**config.mk**
```make
export PLATFORM = sky130hd
export DESIGN_NAME = mem_port_arbiter
export DESIGN_NICKNAME = d
export VERILOG_FILES = /design/src/rtl/mem_port_arbiter.sv
export SDC_FILE = /design/constraint.sdc
export NUM_CORES = 1
export LEC_CHECK = 0
export ABC_AREA = 1
export CAP_MARGIN = 0
export CORE_MARGIN = 8
export CORE_UTILIZATION = 35
export DETAILED_ROUTE_END_ITERATION = 16
export PLACE_DENSITY = 0.75
export SLEW_MARGIN = 20
export SYNTH_ARGS = -nofsm -noshare
export SYNTH_HDL_FRONTEND = slang
export SYNTH_SLANG_ARGS = --single-unit
export TNS_END_PERCENT = 1
```
**constraint.sdc**
```tcl
create_clock -name clk -period 1.46 [get_ports clk]
set_input_delay 0.219 -clock clk [delete_from_list [all_inputs] [get_ports clk]]
set_output_delay 0.219 -clock clk [all_outputs]
set_load 0.005 [all_outputs]
```
**src/rtl/mem_port_arbiter.sv**
```systemverilog
// Arbitrates fetch and load/store ports onto one fixed-latency memory.
// Optional MEM_ARB_MISALIGN_CHECK_EN flags misaligned data accesses.
module mem_port_arbiter #(
  parameter int unsigned MEM_LAT      = 1,
  parameter int unsigned STARVE_LIMIT = 4
) (
  input  logic        clk,
  input  logic        reset,
  input  logic        if_req_valid,
  input  logic [31:0] if_req_addr,
  output logic        if_req_ready,
  output logic        if_rsp_valid,
  output logic [31:0] if_rsp_data,
  input  logic        d_req_valid,
  input  logic [31:0] d_req_addr,
  input  logic        d_req_write,
  input  logic [1:0]  d_req_size,
  input  logic [31:0] d_req_wdata,
  output logic        d_req_ready,
  output logic        d_rsp_valid,
  output logic [31:0] d_rsp_data,
  output logic        d_rsp_err,
  output logic        mem_valid,
  output logic [31:0] mem_addr,
  output logic        mem_write,
  output logic [3:0]  mem_byte_en,
  output logic [31:0] mem_wdata,
  input  logic [31:0] mem_rdata
);

  typedef enum logic [1:0] {
    IDLE,
    ISSUE,
    WAIT,
    RESP
  } state_t;

  state_t      state;
  logic [2:0]  lat_cnt;
  logic [3:0]  starve_cnt;
  logic        gnt_d_q;
  logic        write_q;
  logic        misal_q;
  logic [1:0]  lo_q;
  logic [1:0]  size_q;

  logic        can_acc;
  logic        starved;
  logic        if_acc;
  logic        d_acc;
  logic [31:0] req_addr;
  logic [3:0]  be_d;
  logic [31:0] wd_d;
  logic        misal_d;
  logic [31:0] sh_d;
  logic [31:0] ld_d;

  // Ready is gated by reset so no requester sees an ignored acceptance.
  assign can_acc = reset && (state == IDLE || state == RESP);
  assign starved = starve_cnt == 4'(STARVE_LIMIT);

  assign if_req_ready = can_acc && if_req_valid &&
                        (!d_req_valid || starved);
  assign d_req_ready  = can_acc && d_req_valid &&
                        !(if_req_valid && starved);

  assign if_acc   = if_req_valid && if_req_ready;
  assign d_acc    = d_req_valid && d_req_ready;
  assign req_addr = d_acc ? d_req_addr : if_req_addr;

  always_comb begin
    be_d = 4'b1111;
    wd_d = d_req_wdata;
    case (d_req_size)
      2'd0: begin
        be_d = 4'b0001 << d_req_addr[1:0];
        wd_d = {4{d_req_wdata[7:0]}};
      end
      2'd1: begin
        be_d = 4'b0011 << {d_req_addr[1], 1'b0};
        wd_d = {2{d_req_wdata[15:0]}};
      end
      default: ;
    endcase
  end

`ifdef MEM_ARB_MISALIGN_CHECK_EN
  assign misal_d = (d_req_size == 2'd3) ||
                   (d_req_size == 2'd1 && d_req_addr[0]) ||
                   (d_req_size == 2'd2 && d_req_addr[1:0] != 2'b00);
`else
  assign misal_d = 1'b0;
`endif

  always_comb begin
    sh_d = mem_rdata >> {lo_q, 3'b000};
    ld_d = sh_d;
    case (size_q)
      2'd0:    ld_d = {24'd0, sh_d[7:0]};
      2'd1:    ld_d = {16'd0, sh_d[15:0]};
      default: ;
    endcase
  end

  always_ff @(posedge clk) begin
    if (!reset) begin
      state        <= IDLE;
      lat_cnt      <= '0;
      starve_cnt   <= '0;
      gnt_d_q      <= 1'b0;
      write_q      <= 1'b0;
      misal_q      <= 1'b0;
      lo_q         <= '0;
      size_q       <= '0;
      mem_valid    <= 1'b0;
      mem_addr     <= '0;
      mem_write    <= 1'b0;
      mem_byte_en  <= '0;
      mem_wdata    <= '0;
      if_rsp_valid <= 1'b0;
      if_rsp_data  <= '0;
      d_rsp_valid  <= 1'b0;
      d_rsp_data   <= '0;
      d_rsp_err    <= 1'b0;
    end else begin
      mem_valid    <= 1'b0;
      mem_addr     <= '0;
      mem_write    <= 1'b0;
      mem_byte_en  <= '0;
      mem_wdata    <= '0;
      if_rsp_valid <= 1'b0;
      if_rsp_data  <= '0;
      d_rsp_valid  <= 1'b0;
      d_rsp_data   <= '0;
      d_rsp_err    <= 1'b0;

      if (if_acc)
        starve_cnt <= '0;
      else if (d_acc && if_req_valid && !starved)
        starve_cnt <= starve_cnt + 4'd1;

      case (state)
        IDLE, RESP: begin
          state <= IDLE;
          if (if_acc || d_acc) begin
            state   <= ISSUE;
            gnt_d_q <= d_acc;
            lo_q    <= req_addr[1:0];
            size_q  <= d_acc ? d_req_size : 2'd2;
            write_q <= d_acc && d_req_write;
            misal_q <= d_acc && misal_d;
            // Strobe and lanes are set up here so they are registered.
            if (!(d_acc && misal_d)) begin
              mem_valid <= 1'b1;
              mem_addr  <= {req_addr[31:2], 2'b00};
              if (d_acc && d_req_write) begin
                mem_write   <= 1'b1;
                mem_byte_en <= be_d;
                mem_wdata   <= wd_d;
              end
            end
          end
        end
        ISSUE: begin
          lat_cnt <= 3'(MEM_LAT);
          state   <= WAIT;
        end
        WAIT: begin
          if (lat_cnt == 3'd1) begin
            state <= RESP;
            if (gnt_d_q) begin
              d_rsp_valid <= 1'b1;
              d_rsp_err   <= misal_q;
              d_rsp_data  <= (write_q || misal_q) ? 32'd0 : ld_d;
            end else begin
              if_rsp_valid <= 1'b1;
              if_rsp_data  <= mem_rdata;
            end
          end else begin
            lat_cnt <= lat_cnt - 3'd1;
          end
        end
        default: state <= IDLE;
      endcase
    end
  end

endmodule

```
# After elaboration in Yosys (flattened, before gate mapping)
# Cells that the tools add are included.
# Widths: inputs -> output; s select.
totals:
  word_cells: 80
  register_bits: 151
  input_bits: 135
  out_inout_bits: 139
classes:
  mux: 14
  n_addsub: 2
  reduce_logical: 31
  n_bitwise: 4
  shifts: 3
  n_eq_ne: 9
ops:
  columns: ["cell", "n"]
  rows:
  - ["$pmux 32 s2", 2]
  - ["$mux 32", 1]
  - ["$shr 32x5->32", 1]
  - ["$logic_and 1x1->1", 11]
  - ["$pmux 4 s2", 1]
  - ["$eq 2x1->1 const B", 3]
  - ["$logic_not 2->1", 3]
  - ["$pmux 2 s3", 1]
  - ["$pmux 3 s2", 1]
  - ["$reduce_and 2->1", 3]
  - ["$reduce_and 3->1", 2]
  - ["$mux 1", 5]
  - ["$reduce_or 5->1", 1]
  - ["$add 4x1->4 const B", 1]
  - ["$eq 2x2->1 const B", 2]
  - ["$eq 4x3->1 const B", 1]
  - ["$mux 2", 2]
  - ["$ne 2x2->1 const B", 2]
  - ["$not 1->1", 4]
  - ["$reduce_and 4->1", 1]
  - ["$reduce_or 2->1", 2]
  - ["$reduce_or 4->1", 1]
  - ["$shl 1x2->4 const A", 1]
  - ["$shl 2x2->4 const A", 1]
  - ["6 further kinds", 10]

# Logic depth before layout (Yosys ltp)
logic_depth:
  ltp_word: 9
  depth_mapped: 10

# Least setup slack after synthesis
# OpenSTA, ideal clock, no wires.
synth_path:
  path_type: "flip-flop to flip-flop"
  startpoint: "register state[0]"
  endpoint: "register mem_wdata[16]"
  n_path_buf: 2
  t_arrival_ns: 1.473
  path_slack_ns: -0.075
  stages_incl_launch_ff: 11
  synth_period_minus_slack_ns: 1.535
  cell_sequence: "dfxtp_1 -> inv_1 -> ha_1 -> nand2_2 -> nor2_4 -> nand2_4 -> inv_4 -> nand2_2 -> buf_6 -> buf_12 -> nor2_4"
synth_between:
  elab_chain_len: 8
  elab_cells_between_ends: 14
  classes_between: "eq/ne: 1; reduce/logical: 13"
synth_lines:
  columns: ["item", "line", "rtl"]
  rows:
  - ["start: declaration", "38", "state_t state;"]
  - ["start signal: assignment", "107", "state <= IDLE;"]
  - ["start signal: assignment", "144", "state <= IDLE;"]
  - ["start signal: assignment", "146", "state <= ISSUE;"]
  - ["$eq 2x2->1 or $logic_not 2->1 (tied branches)", "59, 142", null]
  - ["$logic_or 1x1->1", "59", "assign can_acc = reset && (state == IDLE || state == RESP);"]
  - ["$logic_and 1x1->1", "59", null]
  - ["$logic_and 1x1->1 (on tied branches) (2 in series)", "62, 64", null]
  - ["$logic_and 1x1->1 (on tied branches)", "67, 68", null]
  - ["$logic_or 1x1->1 or $logic_and 1x1->1 (tied branches)", "145, 156", null]
  - ["$reduce_and 4->1 (no line) (*)", null, null]
  - ["end signal: assignment", "159", "mem_wdata <= wd_d;"]
  - ["end: declaration", "27", "output logic [31:0] mem_wdata,"]
# Mark *: on every way between the ends. The rest lies on a longest branch, timed or not.
# A chain may end at the register's enable or synchronous reset.

# Worst setup path after layout
layout_path:
  startpoint: "register state[0]"
  endpoint: "output port d_req_ready"
layout_between:
  elab_chain_len: 5
  elab_cells_between_ends: 6
  classes_between: "eq/ne: 1; reduce/logical: 5"
layout_lines:
  columns: ["item", "line", "rtl"]
  rows:
  - ["$eq 2x2->1 or $logic_not 2->1 (tied branches)", "59", null]
  - ["$logic_or 1x1->1 (*)", "59", null]
  - ["$logic_and 1x1->1 (*)", "59", null]
  - ["$logic_and 1x1->1 (*) (2 in series)", "64", "assign d_req_ready = can_acc && d_req_valid &&"]
  - ["end: declaration", "19", "output logic d_req_ready,"]
# Marked as above.

==> results.py <==
metrics = {
    "cts": {
        "hold_buffers": 0,
        "clockBufferDepth": 2,
        "clock_latency_ns": 0.42,
        "cts_sinks": 149,
        "h-tree-depth": 4,
        "root_buffer": "clkbuf_16",
        "path_clk_slew_ns": 0.07,
        "cts_made_buffers": 17,
        "cts_tree": "done",
    },
    "synthesis": {
        "synth_area_leaders": "dfxtp_1 55%, nor2_1 11%, o21ai_0 6.7%",
        "synth_top_cell_area_share_pct": 55.2,
        "syn-cell-area_um2": 5400,
        "syn-mean-instance-area_um2": 8.04,
        "synth.largest_area_cell": "dfxtp_1",
        "ys_ff_latch": 149,
        "syn_inst": 672,
        "synth_warnings": 0,
        "seq_area_frac_synth_pct": 55.2,
        "synth.distinct_cells": 28,
    },
    "outcome": {
        "violations": "negative setup slack",
        "outcome": "complete, but fails checks",
    },
    "die": {
        "pin_count": 274,
        "dieArea_um2": 19700,
        "die_x_um": 140,
        "chipHeight_um": 140,
        "num_rows": 45,
        "core_area_um2": 15100,
        "start_util_pct": 35.7,
    },
    "power": {
        "ir_worst_vdd_uv": 744,
        "clkPwrFrac_pct": 36.2,
        "combinationalPowerShare_pct": 26.2,
        "p_int_mw": 8.53,
        "total_power_mw": 12.2,
        "sw_frac_of_total_pct": 30.0,
        "switchingPower_mw": 3.65,
        "seq_power_share_pct": 37.5,
        "cellPowerDensity_nw_per_um2": 1320,
        "p_leak_nw": 4.77,
    },
    "sta": {
        "period_share_pct": 116,
        "rsz0062_at_grt": "yes",
        "setup_slack_ns": -0.227,
        "setup_viol": 50,
        "hold_violations": 0,
        "timing.fmax_mhz": 593,
        "slew_viol_final": 0,
        "tns_ns": -1.58,
        "min_period_ns": 1.69,
        "finalClockSkew_ns": 0.00971,
    },
    "drt": {
        "drc": 0,
        "wl_per_cell_um": 15.5,
        "dr.pass1.iters": 4,
        "routed_wl_um": 18200,
        "drtAntennaViolNets": 0,
        "vias": 5353,
        "via_per_inst": 4.55,
        "drt-initial-drc-count": 172,
    },
    "hold_path": {
        "min_path_type": "in2reg",
    },
    "finish": {
        "multi_input_area_um2": 2080,
        "final_cell_mix": "159 x nor2_1, 148 x dfxtp_1, 134 x clkdlybuf4s50_1",
        "final_cell_area_um2": 9220,
        "post-route-util_pct": 60.9,
        "layout.nets": 1115,
        "antenna_cells": 0,
        "drive_gt1_share_pct": 14.3,
        "seq_area_um2": 2980,
        "syn_to_final_growth_pct": 70.6,
        "layout.cells.most_common": "nor2_1",
        "nFillCells": 1339,
    },
    "setup_path": {
        "required_ns": 1.24,
        "critPathLaunchType": "flop",
        "crit_type": "reg2out",
        "critPathArrivalTime_ns": 1.47,
        "critical_path.max_fanout": 3,
        "crit_path_end_kind": "primary output",
    },
    "placed_design": {
        "hpwl_um": 14200,
        "dp_slack_ns": -0.378,
        "place.port_buffers": 270,
        "gp_congestion": 0.853,
        "placed_area_um2": 8570,
    },
    "global_route": {
        "antenna_found_initial": 0,
        "grt-ovfl-total": 0,
        "grt_pass1_vias": 5497,
        "grt_usage_pct": 18.7,
        "grt_max_degree": 33,
        "grt_first_pass_wirelength_um": 28900,
    },
    "job": {
        "drv_cap": 0,
    },
}
layout make-up:
| class | instances | share of cell area (%) |
|---|---|---|
| timing repair buffer | 317 | 32.9 |
| multi-input combinational | 414 | 22.6 |
| clock inverter | 15 | 1.83 |
| tap | 188 | 2.55 |
| clock buffer | 17 | 4.62 |
| sequential | 149 | 32.4 |
| inverter | 76 | 3.12 |
per-layer routing:
layer	GRT usage (%)	share of wire [%]	vias to the layer above
met5	0	0	-
met4	6.57	1.6	0
met1	19.0	38	2395
li1	-	-	2702
met2	32.7	49	234
met3	9.21	11	22
sequential cells by signal, summed over array words and instances (netlist names), 3 cells and up:
register	count
d_rsp_data	32
if_rsp_data	32
lat_cnt	3
mem_addr	30
mem_byte_en	4
mem_wdata	32
starve_cnt	4
critical path, cell delays in order (launching register included):
cell	delay, ns
dfxtp_2	0.33
inv_2	0.05
ha_4	0.27
nand2_4	0.06
nor2_4	0.11
nand2_4	0.08
inv_4	0.06
buf_6	0.09
kinds of logic after synthesis:
family | share of synthesized area, %
compound gates | 12.1
flops | 55.2
buf+inv | 8.82
simple gates | 22.3
other cells | 0.0694
fa+ha+maj | 1.16
xor+xnor | 0.324
per-stage QoR:
stage          std cells  hold WS (ns)
2_1_floorplan        674         0.331
3_3_place_gp        1141         0.448
3_5_place_dp        1141         0.454
4_1_cts             1176         0.335
5_1_grt             1176         0.343
6_report            1176         0.345
synthesized netlist by cell type, drive strengths merged:
cell / count
nand3b: 1
ha: 5
buf: 16
nand4: 2
inv: 76
dfxtp: 149
a211oi: 1
o211ai: 6
nand3: 10
a21oi: 48
conb: 1
nand2: 78
nor3: 1
o21ai: 72
clkbuf: 19
xor2: 2
nor2: 183
or2: 2
power by group through the flow:
| stage | clock network, mW | registers [mW] | logic (mW) |
|---|---|---|---|
| after global placement | 0 | 4.66 | 3.12 |
| after CTS | 4.51 | 4.57 | 3.14 |
| after floorplan | 0 | 4.71 | 1.50 |
| final | 4.42 | 4.57 | 3.19 |
| after detailed placement | 0 | 4.68 | 3.16 |
| after global routing | 4.68 | 4.61 | 3.56 |
final timing paths:
| path | startpoint | endpoint | slack, ns | cells after the start |
|---|---|---|---|---|
| worst max-delay path | state[0] | d_req_ready | -0.23 | 7 |
| worst min-delay path | mem_rdata[0] | if_rsp_data[0] | 0.35 | 3 |
| worst max register to register | state[0] | size_q[0] | -0.05 | 9 |
| worst min register to register | size_q[0] | size_q[0] | 0.46 | 2 |
what timing repair did:
item,4_1_cts,5_1_grt
endpoints found under the setup margin,196,110
pin swaps,5,0
setup buffers,3,0
gates cloned,0,0
resized for setup,169,38
Note: power is estimated with default switching activity, not from simulation.
